===== src/rtl/lc3b_pipe_ctrl.sv =====
// lc3b_pipe_ctrl: central stall/flush scheduler for the five-stage LC-3b pipeline.
// It resolves data-memory waits, taken-branch redirects, fetch waits and
// load-use hazards in a single priority encoder. It also keeps saturating
// stall and redirect event counters for performance debug.
module lc3b_pipe_ctrl #(
    parameter int REG_W           = 3,
    parameter int CNT_W           = 16,
    parameter int REDIRECT_CYCLES = 1
) (
    input  logic             clk,
    input  logic             rst_n,
    input  logic [REG_W-1:0] id_sr1,
    input  logic [REG_W-1:0] id_sr2,
    input  logic             id_sr2mux_sel,
    input  logic             id_uses_sr1,
    input  logic             id_uses_sr2,
    input  logic             ex_is_load,
    input  logic [REG_W-1:0] ex_dr,
    input  logic             imem_resp,
    input  logic             mem_dmem_req,
    input  logic             dmem_resp,
    input  logic             mem_br_taken,
    output logic             pc_load,
    output logic             stall_if_id,
    output logic             stall_id_ex,
    output logic             stall_ex_mem,
    output logic             stall_mem_wb,
    output logic             flush_if_id,
    output logic             flush_id_ex,
    output logic             flush_ex_mem,
    output logic             flush_mem_wb,
    output logic [2:0]       state_o,
    output logic [CNT_W-1:0] stall_cnt,
    output logic [CNT_W-1:0] redirect_cnt
);

    typedef enum logic [2:0] {
        RUN      = 3'd0,
        IWAIT    = 3'd1,
        DWAIT    = 3'd2,
        REDIRECT = 3'd3
    } state_t;

    state_t           state_q, state_d, eff_state;
    logic [2:0]       rcnt_q, rcnt_d;
    logic [CNT_W-1:0] stall_cnt_q, stall_cnt_d;
    logic [CNT_W-1:0] redirect_cnt_q, redirect_cnt_d;
    logic             data_wait, load_use, redirect_take;

    assign data_wait = mem_dmem_req && !dmem_resp;
    assign load_use  = ex_is_load &&
                       ((id_uses_sr1 && (ex_dr == id_sr1)) ||
                        (id_uses_sr2 && !id_sr2mux_sel && (ex_dr == id_sr2)));

    // Priority encoder: data wait, redirect (or pending countdown), fetch wait, load-use.
    always_comb begin
        state_d       = state_q;
        rcnt_d        = rcnt_q;
        redirect_take = 1'b0;
        pc_load       = 1'b1;
        stall_if_id   = 1'b0;
        stall_id_ex   = 1'b0;
        stall_ex_mem  = 1'b0;
        stall_mem_wb  = 1'b0;
        flush_if_id   = 1'b0;
        flush_id_ex   = 1'b0;
        flush_ex_mem  = 1'b0;
        flush_mem_wb  = 1'b0;
        // A DWAIT entered during a redirect countdown resumes that countdown
        // once the data access completes; otherwise it behaves as RUN.
        if (state_q == DWAIT)
            eff_state = (rcnt_q != 3'd0) ? REDIRECT : RUN;
        else
            eff_state = state_q;

        if (data_wait) begin
            pc_load      = 1'b0;
            stall_if_id  = 1'b1;
            stall_id_ex  = 1'b1;
            stall_ex_mem = 1'b1;
            flush_mem_wb = 1'b1;
            state_d      = DWAIT;
        end else if (eff_state == REDIRECT) begin
            // EX/MEM already holds a bubble, so a new taken branch is ignored here.
            pc_load     = imem_resp;
            flush_if_id = 1'b1;
            state_d     = REDIRECT;
            if (imem_resp) begin
                rcnt_d = rcnt_q - 3'd1;
                if (rcnt_q == 3'd1)
                    state_d = RUN;
            end
        end else if (mem_br_taken) begin
            flush_if_id   = 1'b1;
            flush_id_ex   = 1'b1;
            flush_ex_mem  = 1'b1;
            rcnt_d        = 3'(REDIRECT_CYCLES);
            redirect_take = 1'b1;
            state_d       = REDIRECT;
        end else if (!imem_resp) begin
            pc_load     = 1'b0;
            flush_if_id = 1'b1;
            state_d     = IWAIT;
        end else begin
            state_d = RUN;
            if (load_use) begin
                pc_load     = 1'b0;
                stall_if_id = 1'b1;
                flush_id_ex = 1'b1;
            end
        end

        // While held in reset every register loads a bubble and the PC is frozen.
        if (!rst_n) begin
            pc_load      = 1'b0;
            stall_if_id  = 1'b0;
            stall_id_ex  = 1'b0;
            stall_ex_mem = 1'b0;
            stall_mem_wb = 1'b0;
            flush_if_id  = 1'b1;
            flush_id_ex  = 1'b1;
            flush_ex_mem = 1'b1;
            flush_mem_wb = 1'b1;
        end
    end

    // Saturating performance counters.
    always_comb begin
        stall_cnt_d    = stall_cnt_q;
        redirect_cnt_d = redirect_cnt_q;
        if (!pc_load && (stall_cnt_q != '1))
            stall_cnt_d = stall_cnt_q + 1'b1;
        if (redirect_take && (redirect_cnt_q != '1))
            redirect_cnt_d = redirect_cnt_q + 1'b1;
    end

    // State, countdown and counter registers.
    always_ff @(posedge clk or negedge rst_n) begin
        if (!rst_n) begin
            state_q        <= RUN;
            rcnt_q         <= 3'd0;
            stall_cnt_q    <= '0;
            redirect_cnt_q <= '0;
        end else begin
            state_q        <= state_d;
            rcnt_q         <= rcnt_d;
            stall_cnt_q    <= stall_cnt_d;
            redirect_cnt_q <= redirect_cnt_d;
        end
    end

    assign state_o      = state_q;
    assign stall_cnt    = stall_cnt_q;
    assign redirect_cnt = redirect_cnt_q;

endmodule


===== config.mk =====
export PLATFORM = sky130hd
export DESIGN_NAME = lc3b_pipe_ctrl
export DESIGN_NICKNAME = d
export VERILOG_FILES = /design/src/rtl/lc3b_pipe_ctrl.sv
export SDC_FILE = /design/constraint.sdc
export NUM_CORES = 1
export LEC_CHECK = 0
export CORE_ASPECT_RATIO = 0.5
export CORE_MARGIN = 1.5
export CORE_UTILIZATION = 40
export CTS_CLUSTER_DIAMETER = 60
export DETAILED_ROUTE_END_ITERATION = 8
export PLACE_DENSITY = 0.75
export SLEW_MARGIN = 20
export SYNTH_ARGS = -nofsm -noshare
export SYNTH_HDL_FRONTEND = slang
export SYNTH_SLANG_ARGS = --single-unit

===== constraint.sdc =====
create_clock -name clk -period 3.3 [get_ports clk]
set_input_delay 0.33 -clock clk [delete_from_list [all_inputs] [get_ports clk]]
set_output_delay 0.33 -clock clk [all_outputs]
set_load 0.005 [all_outputs]

After elaboration in Yosys (flattened, before gate mapping)

Index checks and enable logic that the tools add are counted.

Reduce and logical (&&, ||, !) cells: 14
Bitwise gates (word level): 1
Equal/unequal tests: 8
Multiplexer cells: 39
Add/sub/neg operators: 3

Operators by type and width:

| operator                                                               | count |
|---|---|
| 16-bit by 1-bit adder with 16-bit output (second input constant)       | 2 |
| 16-bit inequality test (second input constant)                         | 2 |
| 1-bit 2-to-1 mux                                                       | 29 |
| 3-bit 2-to-1 mux                                                       | 6 |
| 2-bit 2-to-1 mux                                                       | 4 |
| 1-bit logical AND                                                      | 7 |
| 3-bit by 2-bit equality test with 1-bit output (second input constant) | 2 |
| 3-bit equality test                                                    | 2 |
| 3-bit by 1-bit equality test with 1-bit output (second input constant) | 1 |
| 1-bit logical NOT                                                      | 3 |
| 3-bit AND reduction                                                    | 1 |
| 3-bit nonzero test                                                     | 1 |
| 3-bit by 1-bit subtractor with 3-bit output (second input constant)    | 1 |
| 2-bit inequality test (second input constant)                          | 1 |
| 2-bit nonzero test                                                     | 1 |
| 1-bit logical OR                                                       | 1 |
| 1-bit NOT                                                              | 1 |

Output and inout port bits: 44
Register bits: 38
Word-level logic and storage cells: 69
Input bits: 19

Longest topological paths before layout

Word-level depth: 13
Depth in mapped cells: 10
Depth with buffers taken out: 9

Worst setup path after synthesis

Ideal clock, no wire load.

Path type: register to register
Start: reg stall_cnt_q[0] (netlist: stall_cnt[0])
End: reg stall_cnt_q[10] (netlist: stall_cnt[10])
Period minus slack after synthesis: 1.937 ns
Setup time: 0.125 ns
Buffers on the path: 1
Data required time: 3.175 ns
Stages on the path, launching flop included: 9
Arrival time: 1.813 ns
Setup slack: 1.363 ns
Cell sequence: dfrtp_1 ha_1 and4_4 and3_2 and3_1 a21oi_4 buf_6 nand3_2 xnor2_1

Longest elaborated chain between the ends: 2
Elaborated cells between the ends (all ways): 3
Those cells by class: 1 x add/sub; 1 x eq/ne; 1 x reduce/logical

RTL lines:

| what                                                                                             | line | text |
|---|---|---|
| start: declaration                                                                               | 46   | `logic [CNT_W-1:0] stall_cnt_q, stall_cnt_d;` |
| start signal: assignment                                                                         | 147  | `stall_cnt_q <= stall_cnt_d;` |
| parallel branches: the longest is 2 deep, another holds 16-bit by 1-bit adder with 16-bit output | n/a  |  |

Several ways; the timed one is not identified.
A chain may end at the register's enable or synchronous reset.

Worst setup path after layout

Start: in ex_dr[2]
End: out flush_id_ex

Longest elaborated chain between the ends: 10
Elaborated cells between the ends (all ways): 12
Those cells by class: 2 x eq/ne; 6 x mux; 4 x reduce/logical

RTL lines:

| what                                   | line   | text |
|---|---|---|
| start: declaration                     | 18     | `input logic [REG_W-1:0] ex_dr,` |
| 3-bit equality test (on tied branches) | 52, 53 |  |
| 1-bit logical AND (on tied branches)   | 52, 53 |  |
| 1-bit logical OR *                     | 52     | `((id_uses_sr1 && (ex_dr == id_sr1)) \|\|` |
| 1-bit logical AND *                    | 51     | `assign load_use = ex_is_load &&` |
| 1-bit 2-to-1 mux *                     | 106    | `if (load_use) begin` |
| 1-bit 2-to-1 mux *                     | 100    | `end else if (!imem_resp) begin` |
| 1-bit 2-to-1 mux *                     | 93     | `end else if (mem_br_taken) begin` |
| 1-bit 2-to-1 mux *                     | 83     | `end else if (eff_state == REDIRECT) begin` |
| 1-bit 2-to-1 mux *                     | 76     | `if (data_wait) begin` |
| 1-bit 2-to-1 mux *                     | 114    | `if (!rst_n) begin` |
| end: declaration                       | 29     | `output logic flush_id_ex,` |

Every way passes the cells marked *; elsewhere a longest branch is shown, timed or not.

==> impl_metrics.csv <==
group,metric,value,unit
setup_path,slowest_stage,"clkdlybuf4s50_1",
yosys,synth_area,2010,um^2
worst_hold_path,hp-class,"flip-flop to flip-flop",
cts,cts_resized,0,
layout,n_antenna_cell,0,
sta,rsz0062_at_grt,"no",
yosys,synth_edf_count,0,
yosys,synth_cell_types,40,
cts,htree_levels,2,
outcome,outcome,"finished, final reports clean",
layout,drive_gt1_frac,0.112,
cts,cts_hold_buf,1,
die,rows,17,
yosys,syn_avg_cell_area,10.4,um^2
sta,relSlewSlack,0.657,
layout,fin_nets,281,
route,drt_first_iter_violations,20,
grt,grt_first_pass_wirelength,7.11,mm
sta,tightestPinTransition,0.513,ns
route,wirelength,4.31,mm
yosys,synth_mux_area_frac,0.00561,
pwr,powerDensity,542,nW/um^2
cts,postCtsSetupRepairBufs,0,
yosys,postSynthCellCount,193,
yosys,synthXorXnorAreaFrac,0.153,
cts,cts_buffers,5,
pwr,vdd_drop_max,368,uV
yosys,synthAdderAreaFrac,0.0312,
die,die_h,53.1,um
cts,clk_latency,0.29,ns
placed_design,io_buffers,60,
placed_design,gp_congestion,0.829,
grt,antenna_found_initial,0,
yosys,ys_ff_latch,37,
sta,setup_tns,0,ns
setup_path,arrival,2.39,ns
sta,report.final.slew_viol_count,0,
yosys,yosysSeqAreaShare,0.461,
cts,root_buffer,"clkbuf_8",
yosys,synth_top_family_by_area,"simple AND/OR/NAND/NOR gates",
yosys,synth_area_leaders,"dfrtp_1, xnor2_1, xor2_1",
setup_path,critPathMaxFanout,2,
sta,hold_viol,0,
grt,grt-ovfl-total,0,
setup_path,end_kind,"output pin",
sta,fin_skew,0.00543,ns
setup_path,slowest_delay,0.56,ns
die,dieArea,5480,um^2
sta,fin_crit,2.72,ns
route,wire_per_inst,13.3,um
yosys,synthSimpleGateAreaFrac,0.247,
route,num_vias,1629,
setup_path,critPathBufInv,2,
yosys,async_flop_share,1.00,
die,coreArea,4620,um^2
yosys,synth_top_cell_area_share,0.461,
setup_path,critPathRequiredTime,2.97,ns
yosys,synth_compound_gate_area_share,0.0673,
sta,fmax,0.367,GHz
setup_path,crit_path_start_kind,"input pin",
route,firstDrtPassIters,4,
yosys,yosysWarnings,0,
setup_path,worstSetupPathType,"input pin to output pin",
die,die_w,103,um
yosys,ys.flop_type,"dfrtp_1",
cts,ctsLongestPathBuffers,2,
cts,cts_sinks,37,
route,drc,0,
placed_design,dp_hpwl,3.31,mm
setup_path,crit_chain,"clkdlybuf4s50_1 -> xor2_1 -> nor4_4 -> o21ai_0 -> o311ai_0 -> clkdlybuf4s50_1",
route,drtAntennaViolNets,0,
die,start_util,0.435,
grt,grt_max_degree,27,
sta,setup_violations,0,
die,design.portCount,63,
pwr,leakagePower,1.15,nW
layout,area.growth.synth_to_final,36.8,%
sta,whs,0.488,ns
run,drv_cap,0,
yosys,yosysTopAreaCell,"dfrtp_1",
route,avgViaCountPerCell,5.03,
grt,grt_pass1_vias,1554,
setup_path,crit_top_cell,"clkdlybuf4s50_1",
grt,grtUsageTotal,0.172,
sta,period_share,0.826,
setup_path,cp_top_family,"buffers and inverters",
cts,cts.reportedPaths.clkPinSlew,0.07,ns
cts,cts_tree,"done",
==> layout by cell type (no fill, tap or decap), types with 6 or more instances in the layout <==
cell / instances
dfrtp_1: 37
nor2_1: 7
and3_1: 7
nor3_1: 6
inv_1: 6
nand3_2: 7
a21oi_1: 6
xnor2_1: 24
o21ai_0: 7
nand4_1: 9
clkdlybuf4s50_1: 59
nand2_1: 19
xor2_1: 11
nand3_1: 7
==> cells by family after synthesis <==
kind of cell | Yosys count
XOR/XNOR | 35
AO/OA/AOI/OAI | 20
adder cells (fa/ha/maj) | 5
AND/OR/NAND/NOR | 82
multiplexers | 1
other | 1
flip-flops | 37
buffers and inverters | 12
==> cells in the mapped netlist, types with 2 or more instances <==
master,number
ha_1,5
nand3_1,7
o21ai_0,7
inv_1,6
a21oi_1,6
dfrtp_1,37
xnor2_1,24
nand2_1,19
nand4_1,9
nand2b_1,5
nor2_1,7
and3_1,7
and4_1,2
buf_4,3
nand3_2,7
buf_2,2
nor3_2,2
nor3_1,6
xor2_1,11
==> routing by layer <==
metal | wire length (um) | part of all wire | GRT usage
met1 | 1970 | 0.46 | 0.221
met3 | 137 | 0.032 | 0.0396
met2 | 2150 | 0.50 | 0.289
met4 | 50 | 0.012 | 0.0563
met5 | 0 | 0 | 0
==> registers in the layout (all words and copies together) (netlist names) <==
signal / flops
redirect_cnt: 16
stall_cnt: 16
rcnt_q: 3
state_o: 2
==> layout make-up <==
type | instances | area (um^2)
sequential | 37 | 926
multi-input combinational | 145 | 1020
tap | 66 | 82.6
clock buffer | 6 | 72.6
inverter | 6 | 22.5
fill | 410 | 1870
clock inverter | 2 | 10.0
timing repair buffer | 62 | 613
==> through the flow <==
step           cell area [um^2]  total power (W)  setup WS, ns   util  cells
2_1_floorplan              2010         0.000923          1.36      -    194
3_3_place_gp               2650          0.00118         0.652  0.575    315
3_5_place_dp               2650          0.00120         0.570  0.575    315
4_1_cts                    2750          0.00150         0.556  0.595    324
5_1_grt                    2750          0.00160         0.411  0.595    324
6_report                   2750          0.00149         0.576  0.595    324
==> final timing paths <==
path                                from          endpoint  slack (ns)  cells after the start
min in group asynchronous          rst_n      stall_cnt[3]        0.51                      2
max in group asynchronous          rst_n  redirect_cnt[13]        2.14                      3
max                             ex_dr[2]       flush_id_ex        0.58                      6
min reg2reg                stall_cnt[12]     stall_cnt[12]        0.49                      1
max reg2reg                    rcnt_q[0]      stall_cnt[1]        0.99                      8
min                        stall_cnt[12]     stall_cnt[12]        0.49                      1
==> report_power, final <==
group          internal [W]  switching [W]
clock network      0.000146       0.000157
logic              0.000297       0.000223
registers          0.000549       0.000115
No activity file was read; power rests on OpenSTA's default activity.
